`src/rtl/fetch_pkg.sv`:
```
// Shared types and constants for the instruction-fetch sequencer.
package fetch_pkg;

  localparam logic [31:0] PC_STEP            = 32'd4;
  localparam logic [31:0] DEFAULT_RESET_PC   = 32'h0000_0000;
  localparam logic [31:0] DEFAULT_EXC_VECTOR = 32'h0000_0080;

  typedef enum logic [1:0] {
    ST_IDLE   = 2'd0,
    ST_FETCH  = 2'd1,
    ST_HOLD   = 2'd2,
    ST_HALTED = 2'd3
  } fetch_state_t;

  typedef enum logic [1:0] {
    SRC_NONE   = 2'd0,
    SRC_BRANCH = 2'd1,
    SRC_JUMP   = 2'd2,
    SRC_EXC    = 2'd3
  } redirect_src_t;

  // Sequential successor of a PC; wraps naturally at 2^32.
  function automatic logic [31:0] pc_increment(input logic [31:0] pc);
    return pc + PC_STEP;
  endfunction

endpackage

```
`src/rtl/next_pc_select.sv`:
```
// Next-PC source selection: exception > jump > branch, plus the +4 successor.
module next_pc_select
  import fetch_pkg::*;
#(
  parameter logic [31:0] EXC_VECTOR = DEFAULT_EXC_VECTOR
) (
  input  logic [31:0] pc,
  input  logic        exception,
  input  logic        jump_valid,
  input  logic [31:0] jump_target,
  input  logic        branch_taken,
  input  logic [31:0] branch_base,
  input  logic [31:0] branch_offset,
  output logic        redirect,
  output logic [31:0] target,
  output logic [31:0] seq_pc
);

  redirect_src_t src;
  logic [31:0]   branch_sum;

  // Priority-encode the redirect source and form its target address.
  always_comb begin
    branch_sum = branch_base + branch_offset;
    seq_pc     = pc_increment(pc);
    src        = SRC_NONE;
    target     = seq_pc;
    if (exception) begin
      src = SRC_EXC;
    end else if (jump_valid) begin
      src = SRC_JUMP;
    end else if (branch_taken) begin
      src = SRC_BRANCH;
    end else begin
      src = SRC_NONE;
    end
    case (src)
      SRC_EXC:    target = EXC_VECTOR;
      SRC_JUMP:   target = jump_target;
      SRC_BRANCH: target = branch_sum;
      SRC_NONE:   target = seq_pc;
      default:    target = seq_pc;
    endcase
    redirect = (src != SRC_NONE);
  end

endmodule

```
`src/rtl/fetch_sequencer.sv`:
```
// Stall- and redirect-aware fetch controller: owns the PC, runs the imem
// req/ack handshake and presents fetched words to decode via valid/ready.
module fetch_sequencer
  import fetch_pkg::*;
#(
  parameter logic [31:0] RESET_PC   = DEFAULT_RESET_PC,
  parameter logic [31:0] EXC_VECTOR = DEFAULT_EXC_VECTOR
) (
  input  logic        clock,
  input  logic        reset,
  output logic        imem_req,
  output logic [31:0] imem_addr,
  input  logic        imem_ack,
  input  logic [31:0] imem_rdata,
  output logic        instr_valid,
  output logic [31:0] instr,
  output logic [31:0] instr_pc,
  input  logic        instr_ready,
  input  logic        branch_taken,
  input  logic [31:0] branch_base,
  input  logic [31:0] branch_offset,
  input  logic        jump_valid,
  input  logic [31:0] jump_target,
  input  logic        exception,
  input  logic        halt,
  output logic        halted,
  output logic [31:0] retired_count
);

  fetch_state_t state, state_next;
  logic [31:0]  pc, pc_next;
  logic         pending_valid, pending_valid_next;
  logic [31:0]  pending_target, pending_target_next;
  logic         halt_pending;
  logic         halt_now;
  logic         load_instr;
  logic         retire;
  logic         redirect;
  logic [31:0]  target;
  logic [31:0]  seq_pc;

  next_pc_select #(
    .EXC_VECTOR (EXC_VECTOR)
  ) u_next_pc (
    .pc            (pc),
    .exception     (exception),
    .jump_valid    (jump_valid),
    .jump_target   (jump_target),
    .branch_taken  (branch_taken),
    .branch_base   (branch_base),
    .branch_offset (branch_offset),
    .redirect      (redirect),
    .target        (target),
    .seq_pc        (seq_pc)
  );

  assign halt_now  = halt_pending | halt;
  assign imem_addr = pc;

  // Next-state, next-PC and pending-redirect decisions.
  always_comb begin
    state_next          = state;
    pc_next             = pc;
    pending_valid_next  = pending_valid;
    pending_target_next = pending_target;
    load_instr          = 1'b0;
    retire              = 1'b0;
    case (state)
      ST_IDLE: begin
        if (redirect) begin
          pc_next = target;
        end else begin
          pc_next = pc;
        end
        if (halt_now) begin
          state_next = ST_HALTED;
        end else begin
          state_next = ST_FETCH;
        end
      end
      ST_FETCH: begin
        if (imem_ack) begin
          // The request completes; any redirect seen during it discards the word.
          pending_valid_next = 1'b0;
          if (redirect) begin
            pc_next    = target;
            state_next = ST_FETCH;
          end else if (pending_valid) begin
            pc_next    = pending_target;
            state_next = ST_FETCH;
          end else begin
            load_instr = 1'b1;
            pc_next    = seq_pc;
            state_next = ST_HOLD;
          end
        end else begin
          // Request stays stable; remember the newest redirect for the ack.
          if (redirect) begin
            pending_valid_next  = 1'b1;
            pending_target_next = target;
          end else begin
            pending_valid_next  = pending_valid;
            pending_target_next = pending_target;
          end
        end
      end
      ST_HOLD: begin
        if (redirect) begin
          pc_next    = target;
          state_next = halt_now ? ST_HALTED : ST_FETCH;
        end else if (instr_ready) begin
          retire     = 1'b1;
          state_next = halt_now ? ST_HALTED : ST_FETCH;
        end else begin
          state_next = ST_HOLD;
        end
      end
      ST_HALTED: begin
        state_next = ST_HALTED;
      end
      default: begin
        state_next = ST_IDLE;
      end
    endcase
  end

  // State, PC, held instruction and registered status outputs.
  always_ff @(posedge clock) begin
    if (reset) begin
      state          <= ST_IDLE;
      pc             <= RESET_PC;
      pending_valid  <= 1'b0;
      pending_target <= 32'h0000_0000;
      halt_pending   <= 1'b0;
      instr          <= 32'h0000_0000;
      instr_pc       <= 32'h0000_0000;
      retired_count  <= 32'h0000_0000;
      imem_req       <= 1'b0;
      instr_valid    <= 1'b0;
      halted         <= 1'b0;
    end else begin
      state          <= state_next;
      pc             <= pc_next;
      pending_valid  <= pending_valid_next;
      pending_target <= pending_target_next;
      halt_pending   <= halt_pending | halt;
      if (load_instr) begin
        instr    <= imem_rdata;
        instr_pc <= pc;
      end
      if (retire) begin
        retired_count <= retired_count + 32'd1;
      end
      imem_req    <= (state_next == ST_FETCH);
      instr_valid <= (state_next == ST_HOLD);
      halted      <= (state_next == ST_HALTED);
    end
  end

endmodule

```
`config.mk`:
```
export PLATFORM = sky130hd
export DESIGN_NAME = fetch_sequencer
export DESIGN_NICKNAME = d
export VERILOG_FILES = /design/src/rtl/fetch_pkg.sv /design/src/rtl/next_pc_select.sv /design/src/rtl/fetch_sequencer.sv
export SDC_FILE = /design/constraint.sdc
export NUM_CORES = 1
export LEC_CHECK = 0
export ABC_CLOCK_PERIOD_IN_PS = 3200
export BUFFER_PORTS_ARGS = -buffer_cell sky130_fd_sc_hd__buf_4
export CELL_PAD_IN_SITES_DETAIL_PLACEMENT = 1
export CELL_PAD_IN_SITES_GLOBAL_PLACEMENT = 1
export CORE_UTILIZATION = 34
export DETAILED_ROUTE_END_ITERATION = 16
export PLACE_DENSITY_LB_ADDON = 0.25
export RECOVER_POWER = 100
export SLEW_MARGIN = 20
export SYNTH_ARGS = -nofsm -noshare
export SYNTH_HDL_FRONTEND = slang
export SYNTH_SLANG_ARGS = --single-unit
```
`constraint.sdc`:
```
create_clock -name clock -period 3.2 [get_ports clock]
set_input_delay 0.64 -clock clock [delete_from_list [all_inputs] [get_ports clock]]
set_output_delay 0.64 -clock clock [all_outputs]
set_load 0.01 [all_outputs]
```
# Yosys cells after proc, flatten, opt, wreduce, memory -nomap -nowiden
# Cells that the tools add are included.
dict set report word_totals {
  inputBits 136
  reg_bits 167
}
dict set report op_classes {
  n_eq_ne 11
  n_bitwise 2
  n_reduce_logical 9
  addsub 3
  muxes 25
}
# op n
set ops {}
lappend ops {{32-bit 2-to-1 mux} 4}
lappend ops {{32-bit case mux with 4 select lines} 1}
lappend ops {{32-bit case mux with 2 select lines} 1}
lappend ops {{32-bit by 1-bit adder with 32-bit output (second input constant)} 1}
lappend ops {{32-bit by 3-bit adder with 32-bit output (second input constant)} 1}
lappend ops {{32-bit adder} 1}
lappend ops {{2-bit 2-to-1 mux} 8}
lappend ops {{2-bit equality test (second input constant)} 6}
lappend ops {{1-bit 2-to-1 mux} 10}
lappend ops {{2-bit case mux with 4 select lines} 1}
lappend ops {{2-bit by 1-bit equality test with 1-bit output (second input constant)} 3}
lappend ops {{3-bit AND reduction} 2}
lappend ops {{2-bit nonzero test} 3}
lappend ops {{2-bit logical NOT} 2}
lappend ops {{2-bit by 1-bit inequality test with 1-bit output (second input constant)} 1}
lappend ops {{2-bit inequality test (second input constant)} 1}
lappend ops {{2-bit AND reduction} 1}
lappend ops {{2-bit OR reduction} 1}
lappend ops {{1-bit NOT} 1}
lappend ops {{1-bit bitwise OR} 1}

# Logic depth before layout (Yosys ltp)
# Gate-level depths: netlist of the first run.
dict set report logic_depth {
  word_depth 8
  depth_mapped 12
  mapped_depth_nobuf 12
}

# Modules after synthesis
# Synthesis of the first run repeated with hierarchy kept, for this count alone.
dict set report unflattened {
  hier_cells 1296
  hier_area_um2 9770.6
}
# mod seq_area_each_um2 n_inst cells_per_inst area_per_inst_um2
set by_module_without_submodules {}
lappend by_module_without_submodules {fetch_sequencer 3343.2 1 848 6826.5}
lappend by_module_without_submodules {next_pc_select 0.0 1 448 2944.1}

# Worst setup path before layout of the first run
# Ideal clock, no wire load.
dict set report synth_timing {
  kind {input port to flip-flop}
  start {input port branch_base[0]}
  end {register pc[16] (netlist: imem_addr[16])}
  n_path_buf 0
  slack_ns 0.090
  path_stages 12
  t_arrival_ns 3.025
  path_cell_list {ha_1 -> inv_1 -> fa_1 -> nor2b_1 -> o31ai_1 -> a21oi_1 -> or4_1 -> a31oi_1 -> xnor2_1 -> a222oi_1 -> mux2_2 -> a211oi_1}
}
dict set report synth_via {
  elab_chain_len 5
  elab_cells_between_ends 6
  classes_between {1 x add/sub; 5 x mux}
}
# element line
set synth_rtl {}
lappend synth_rtl {{start: declaration} fetch_sequencer.sv:20} ;# input logic [31:0] branch_base,
lappend synth_rtl {{32-bit adder (*)} next_pc_select.sv:24} ;# branch_sum = branch_base + branch_offset;
lappend synth_rtl {{32-bit case mux with 4 select lines (*)} next_pc_select.sv:37} ;# case (src)
lappend synth_rtl {{32-bit 2-to-1 mux} fetch_sequencer.sv:85} ;# if (redirect) begin
lappend synth_rtl {{32-bit 2-to-1 mux} fetch_sequencer.sv:82} ;# if (imem_ack) begin
lappend synth_rtl {{32-bit case mux with 2 select lines (*)} fetch_sequencer.sv:68} ;# case (state)
lappend synth_rtl {{end signal: assignment} fetch_sequencer.sv:143} ;# pc <= pc_next;
lappend synth_rtl {{end: declaration} fetch_sequencer.sv:31} ;# logic [31:0] pc, pc_next;
# Every way passes the cells marked *; elsewhere a longest branch is shown, timed or not. The select of a mux whose other input is x is not followed.
# A chain may end at the register's enable or synchronous reset.

# Worst setup path after layout of the first run
dict set report layout_timing {
  start {input port branch_taken}
  end {register pending_target[25]}
}
dict set report layout_via {
  elab_chain_len 5
  elab_cells_between_ends 10
  classes_between {3 x eq/ne; 4 x mux; 3 x reduce/logical}
}
# element line
set layout_rtl {}
lappend layout_rtl {{start: declaration} fetch_sequencer.sv:19} ;# input logic branch_taken,
lappend layout_rtl {{1-bit 2-to-1 mux (*)} next_pc_select.sv:32} ;# end else if (branch_taken) begin
lappend layout_rtl {{2-bit 2-to-1 mux (*)} next_pc_select.sv:30} ;# end else if (jump_valid) begin
lappend layout_rtl {{2-bit 2-to-1 mux (*)} next_pc_select.sv:28} ;# if (exception) begin
lappend layout_rtl {{2-bit by 1-bit equality test with 1-bit output (tied with other cells)} next_pc_select.sv:37}
lappend layout_rtl {{32-bit case mux with 4 select lines / 3-bit AND reduction (equally long branches)} -}
lappend layout_rtl {{end signal: assignment} fetch_sequencer.sv:145} ;# pending_target <= pending_target_next;
lappend layout_rtl {{end: declaration} fetch_sequencer.sv:33} ;# logic [31:0] pending_target, pending_target_next;
# Every way passes the cells marked *; elsewhere a longest branch is shown, timed or not.

==> results.py, run 1 <==
metrics = {
    "die": {
        "num_rows": 61,
        "io-pin-count": 267,
        "dieArea_mm2": 0.0291,
        "start_util": 0.347,
        "die_h_um": 171,
        "die_w_um": 171,
        "core_area_mm2": 0.0279,
    },
    "synth": {
        "avgSynthCellArea_um2": 7.49,
        "synth_top_area_share": 0.346,
        "synth_seq_cells": 167,
        "yosysTopAreaCell": "dfxtp_1",
        "synth_cells": 1289,
        "synth_edf_count": 0,
        "yosys_warnings": 0,
        "yosysUniqueCellTypes": 61,
        "ys_top_cells_by_area": "dfxtp_1 35%, nand2_1 8.7%, a21oi_1 7.9%, nor2_1 5.4%, ha_1 4.3%",
        "yosys_most_used_dff": "dfxtp_1",
        "seq_area_frac_synth": 0.346,
        "async_flop_share": 0,
        "syn_area_mm2": 0.00966,
        "synth_fp_nets": 1459,
    },
    "clock_tree": {
        "cts_made_buffers": 17,
        "hold_buffers": 0,
        "h-tree-depth": 4,
        "cts_tree": "yes",
        "insertion_delay_ns": 0.44,
        "cts-root-buf": "clkbuf_16",
        "cts.path.max_buffers": 2,
        "clk_pin_slew_ns": 0.07,
        "clock-sinks": 167,
    },
    "timing": {
        "skew_ns": 0.0163,
        "post-route-period-util": 0.944,
        "finalHoldWorstSlack_ns": 0.449,
        "post-route-min-period_ns": 3.02,
        "hold_violations": 0,
        "worst_slew_pin_slew_ns": 1.41,
        "slew_violations": 0,
        "rsz0062_at_grt": "false",
        "max_slew_margin": 0.0608,
        "final-setup-viol-count": 0,
        "max_freq_mhz": 331,
    },
    "detailed_routing": {
        "ant_nets": 0,
        "vias_per_cell": 5.38,
        "dr.pass1.iters": 6,
        "wl_per_cell_um": 18.4,
        "drc": 0,
        "drt_first_iter_violations": 561,
        "routed_wl_um": 36200,
        "num_vias": 10600,
    },
    "critical_path": {
        "start_kind": "primary input",
        "cp_data_required_time_ns": 3.52,
        "cp_max_fo": 29,
        "end_kind": "flop",
        "crit_arrival_ns": 3.34,
        "worstSetupPathType": "in2reg",
    },
    "cells_and_area": {
        "fin_nets": 1750,
        "stdcell_count": 1971,
        "final_common_cell": "nand2_1",
        "layout-drive-gt1-share": 0.169,
        "area_growth_pct": 29.8,
        "final_cell_mix": "224 x nand2_1, 206 x buf_4, 167 x dfxtp_1",
        "antenna_cells": 0,
    },
    "power": {
        "power_density_mw_per_mm2": 437,
        "p_leak_nw": 4.92,
        "ir_worst_vdd_v": 0.000302,
    },
    "worst_hold_path": {
        "hold_class": "in2reg",
    },
    "run_status": {
        "run_status": "finished clean",
    },
    "place": {
        "dp.cells": 1939,
        "place_hpwl_um": 27200,
        "port_buffers": 266,
        "gp_congestion": 0.832,
    },
    "global_route": {
        "grt_pass1_vias": 10400,
        "overflow": 0,
        "grtUsageTotal": 0.245,
        "grt_max_degree": 62,
        "antenna_found_initial": 0,
        "grt_pass1_wl_um": 56200,
    },
    "run": {
        "cap_violations": 0,
    },
}
cell families after synthesis:
logic type | count (synthesis) | synth area share
and+or+nand+nor | 550 | 0.262
AOI/OAI and AO/OA | 346 | 0.222
DFF | 167 | 0.346
buffers and inverters | 103 | 0.0417
xor gates and xnor gates | 69 | 0.0626
adders and majority gates | 34 | 0.0448
muxes | 20 | 0.0215
through the flow:
stage          utilization  setup WS (ns)  TNS [ns]  cell area [um^2]  power [W]
3_3_place_gp         0.449         -0.200     -1.28             12500    0.00347
2_1_floorplan            -         0.0895         0              9660    0.00292
3_5_place_dp         0.449         -0.341     -2.92             12500    0.00350
6_report             0.450          0.179         0             12500    0.00548
4_1_cts              0.470         0.0932         0             13100    0.00555
5_1_grt              0.450         0.0378         0             12500    0.00572
final timing paths:
| kind | from | end | slack, ns | cells past startpoint |
|---|---|---|---|---|
| worst max-delay path | branch_taken | pending_target[25]$_SDFFE_PP0P_ | 0.18 | 8 |
| worst min-delay path | halt | halt_pending$_SDFF_PP0_ | 0.45 | 3 |
| worst max register to register | imem_addr[15]$_SDFFE_PP0P_ | pending_target[28]$_SDFFE_PP0P_ | 0.21 | 9 |
| worst min register to register | instr[24]$_SDFFE_PP0P_ | instr[24]$_SDFFE_PP0P_ | 0.45 | 2 |
area by class of cell:
type                            instances  area (um^2)
Multi-Input combinational cell       1019         5900
Fill cell                            3578        15300
Sequential cell                       167         3340
Tap cell                              378          473
Clock buffer                           17          425
Timing Repair Buffer                  358         2170
Inverter                               17         63.8
Clock inverter                         15          155
layer usage:
metal,track usage,wire length [um],share of wire
met4,0.0678,667,0.018
met5,0,0,0
met1,0.335,17100,0.47
met3,0.0349,1710,0.047
met2,0.400,16700,0.46
sequential cells by signal (all words and copies together), names as in the netlist, 2 cells and up:
register and cells:
retired_count 32, instr_pc 32, instr 32, pending_target 32, imem_addr 32, state 2
power by group:
part	switching [W]	total [W]	internal, W
combinational	0.000679	0.00119	0.000514
clock	0.00101	0.00206	0.00104
sequential	0.0000843	0.00223	0.00215
total	0.00177	0.00548	0.00371
synth_stat cells (3+ instances only):
cell / instances
dfxtp_1: 167
a22oi_1: 7
inv_1: 16
a211o_1: 5
buf_2: 7
a21oi_1: 153
a22o_1: 4
o211ai_1: 10
nand3b_1: 7
nand2_1: 224
clkbuf_1: 76
or4_1: 4
a222oi_1: 3
nand2b_1: 14
nand3_1: 23
mux2i_1: 14
a21o_1: 23
xnor2_1: 26
or2_2: 3
a32oi_1: 3
a221oi_1: 4
o21ai_0: 49
and4_1: 3
a31oi_1: 12
o31ai_1: 3
o21a_1: 12
nand4_1: 32
mux2_2: 6
o21bai_1: 4
or3_1: 20
nor2_1: 139
nor4_1: 4
a211oi_1: 29
and2_1: 7
nor3_1: 38
a311oi_1: 10
xor2_1: 43
and3_1: 14
ha_1: 33
nor2b_1: 9
critical path, cell delays in order:
cell and delay, ns:
clkbuf_1 0.10, clkbuf_2 0.45, nor3_1 0.45, clkbuf_2 0.44, or3_1 0.41, clkbuf_2 0.48
nor2_1 0.11, a211oi_1 0.23
repair_timing:
action	4_1_cts	5_1_grt
resized for setup	0	3
buffers inserted	0	0
setup endpoints to repair	0	5
No activity file was read; power rests on OpenSTA's default activity.
==> run 2, diff against run 1 <==
--- a/config.mk
+++ b/config.mk
@@ -6,7 +6,7 @@
 export NUM_CORES = 1
 export LEC_CHECK = 0
 export ABC_CLOCK_PERIOD_IN_PS = 3200
-export BUFFER_PORTS_ARGS = -buffer_cell sky130_fd_sc_hd__buf_4
+export BUFFER_PORTS_ARGS = -buffer_cell sky130_fd_sc_hd__buf_2
 export CELL_PAD_IN_SITES_DETAIL_PLACEMENT = 1
 export CELL_PAD_IN_SITES_GLOBAL_PLACEMENT = 1
 export CORE_UTILIZATION = 34
==> results.py, run 2 (same netlist as run 1, synthesis figures left out) <==
metrics = {
    "power": {
        "finalPower_w": 0.00540,
        "power.internal_w": 0.00365,
        "p_clk_frac": 0.379,
        "p_switching_w": 0.00175,
        "seq_power_share": 0.413,
        "p_leak_nw": 4.80,
        "swShare": 0.324,
        "ir_worst_vdd_v": 0.000387,
        "combPwrFrac": 0.208,
        "power_density_mw_per_mm2": 443,
    },
    "critical_path": {
        "cp_max_fo": 3,
        "max_stage_delay_ns": 0.57,
        "crit_arrival_ns": 3.36,
        "cp_data_required_time_ns": 3.54,
        "start_kind": "primary input",
        "path_cells": "buf_2 -> ha_1 -> inv_1 -> fa_1 -> nor2b_1 -> o31ai_1 -> a21oi_1 -> or4_1 -> a31oi_1 -> xnor2_1 -> a222oi_1 -> mux2_2 -> a211oi_1",
        "critPathSlowestCell": "or4_1",
        "reg2regPathDepth": 10,
        "end_kind": "flop",
        "worstSetupPathType": "in2reg",
    },
    "timing": {
        "skew_ns": 0.0194,
        "max_freq_mhz": 331,
        "worst_slew_pin_slew_ns": 1.09,
        "post-route-period-util": 0.944,
        "slew_violations": 0,
        "final-setup-viol-count": 0,
        "post-route-min-period_ns": 3.02,
        "hold_violations": 0,
        "max_slew_margin": 0.275,
        "rsz0062_at_grt": "false",
    },
    "cells_and_area": {
        "area_growth_pct": 26.2,
        "fin_nets": 1751,
        "design_area_mm2": 0.0122,
        "layout-drive-gt1-share": 0.168,
        "fin_util": 0.438,
        "final_cell_mix": "224 x nand2_1, 167 x dfxtp_1, 153 x a21oi_1",
        "stdcell_count": 1973,
        "final_common_cell": "nand2_1",
    },
    "detailed_routing": {
        "ant_nets": 0,
        "routed_wl_um": 35300,
        "vias_per_cell": 5.34,
        "drt_first_iter_violations": 518,
        "wl_per_cell_um": 17.9,
        "drc": 0,
        "dr.pass1.iters": 5,
        "num_vias": 10500,
    },
    "clock_tree": {
        "cts-root-buf": "clkbuf_16",
        "cts.path.max_buffers": 2,
        "hold_buffers": 0,
        "cts_tree": "yes",
        "insertion_delay_ns": 0.43,
        "cts_setup_buffers": 0,
        "clock-sinks": 167,
        "post_cts_resized": 0,
        "cts_made_buffers": 17,
        "h-tree-depth": 4,
        "clk_pin_slew_ns": 0.07,
    },
    "global_route": {
        "grtUsageTotal": 0.240,
        "antenna_found_initial": 0,
        "overflow": 0,
        "grt_max_degree": 65,
        "grt_pass1_wl_um": 55400,
        "grt_pass1_vias": 10300,
    },
    "run_status": {
        "run_status": "finished clean",
    },
    "die": {
        "dieArea_mm2": 0.0291,
        "die_w_um": 171,
        "io-pin-count": 267,
        "core_area_mm2": 0.0279,
        "num_rows": 61,
        "die_h_um": 171,
        "start_util": 0.347,
    },
    "worst_hold_path": {
        "hold_class": "in2reg",
        "min_path_cells": 3,
    },
    "run": {
        "cap_violations": 0,
    },
    "place": {
        "place_hpwl_um": 26700,
        "placed_cell_area_mm2": 0.0119,
        "dp.cells": 1940,
        "port_buffers": 266,
        "gp_congestion": 0.837,
    },
}
==> run 2: worst max-delay path: cells and delay by family <==
family          cells  cell delay [ns]
compound gates      5             1.09
xor+xnor            1             0.15
fa+ha+maj           2             0.38
buf+inv             2             0.17
mux                 1             0.28
simple gates        2             0.64
==> run 2: area by class of cell <==
cell class,instances,area [um^2]
sequential,167,3340
inverter,17,63.8
timing repair buffer,359,1820
clock inverter,15,153
multi-input combinational,1019,5910
fill,3645,15700
tap,378,473
antenna,1,2.50
clock buffer,17,425
==> run 2: metal layers <==
layer / global-route usage / wire [um] / up-vias
met5: 0 / 0 / -
li1: - / - / 5154
met2: 0.401 / 16600 / 272
met3: 0.0365 / 1720 / 28
met1: 0.323 / 16600 / 5080
met4: 0.0591 / 475 / 0
==> run 2: final timing paths <==
check,from,end,slack [ns]
setup / recovery,branch_base[0],imem_addr[16]$_SDFFE_PP0P_,0.18
hold / removal,imem_rdata[14],instr[14]$_SDFFE_PP0P_,0.44
setup reg to reg,imem_addr[2]$_SDFFE_PP0P_,imem_addr[23]$_SDFFE_PP0P_,0.26
hold reg to reg,instr[31]$_SDFFE_PP0P_,instr[31]$_SDFFE_PP0P_,0.46
==> run 2: power groups by stage <==
stage / Sequential (W) / Combinational (W) / Clock, W
after CTS: 0.00223 / 0.00116 / 0.00210
after global routing: 0.00224 / 0.00123 / 0.00219
after global placement: 0.00228 / 0.00113 / 0
after detailed placement: 0.00228 / 0.00115 / 0
final: 0.00223 / 0.00112 / 0.00204
after floorplan: 0.00228 / 0.000639 / 0
==> run 2: metrics by stage <==
step | hold WS (ns) | setup TNS [ns] | setup WS (ns)
after floorplan | 0.432 | 0 | 0.0895
final | 0.439 | 0 | 0.179
after CTS | 0.422 | 0 | 0.204
after global placement | 0.439 | -0.896 | -0.166
after global routing | 0.425 | 0 | 0.0320
after detailed placement | 0.444 | -2.09 | -0.219
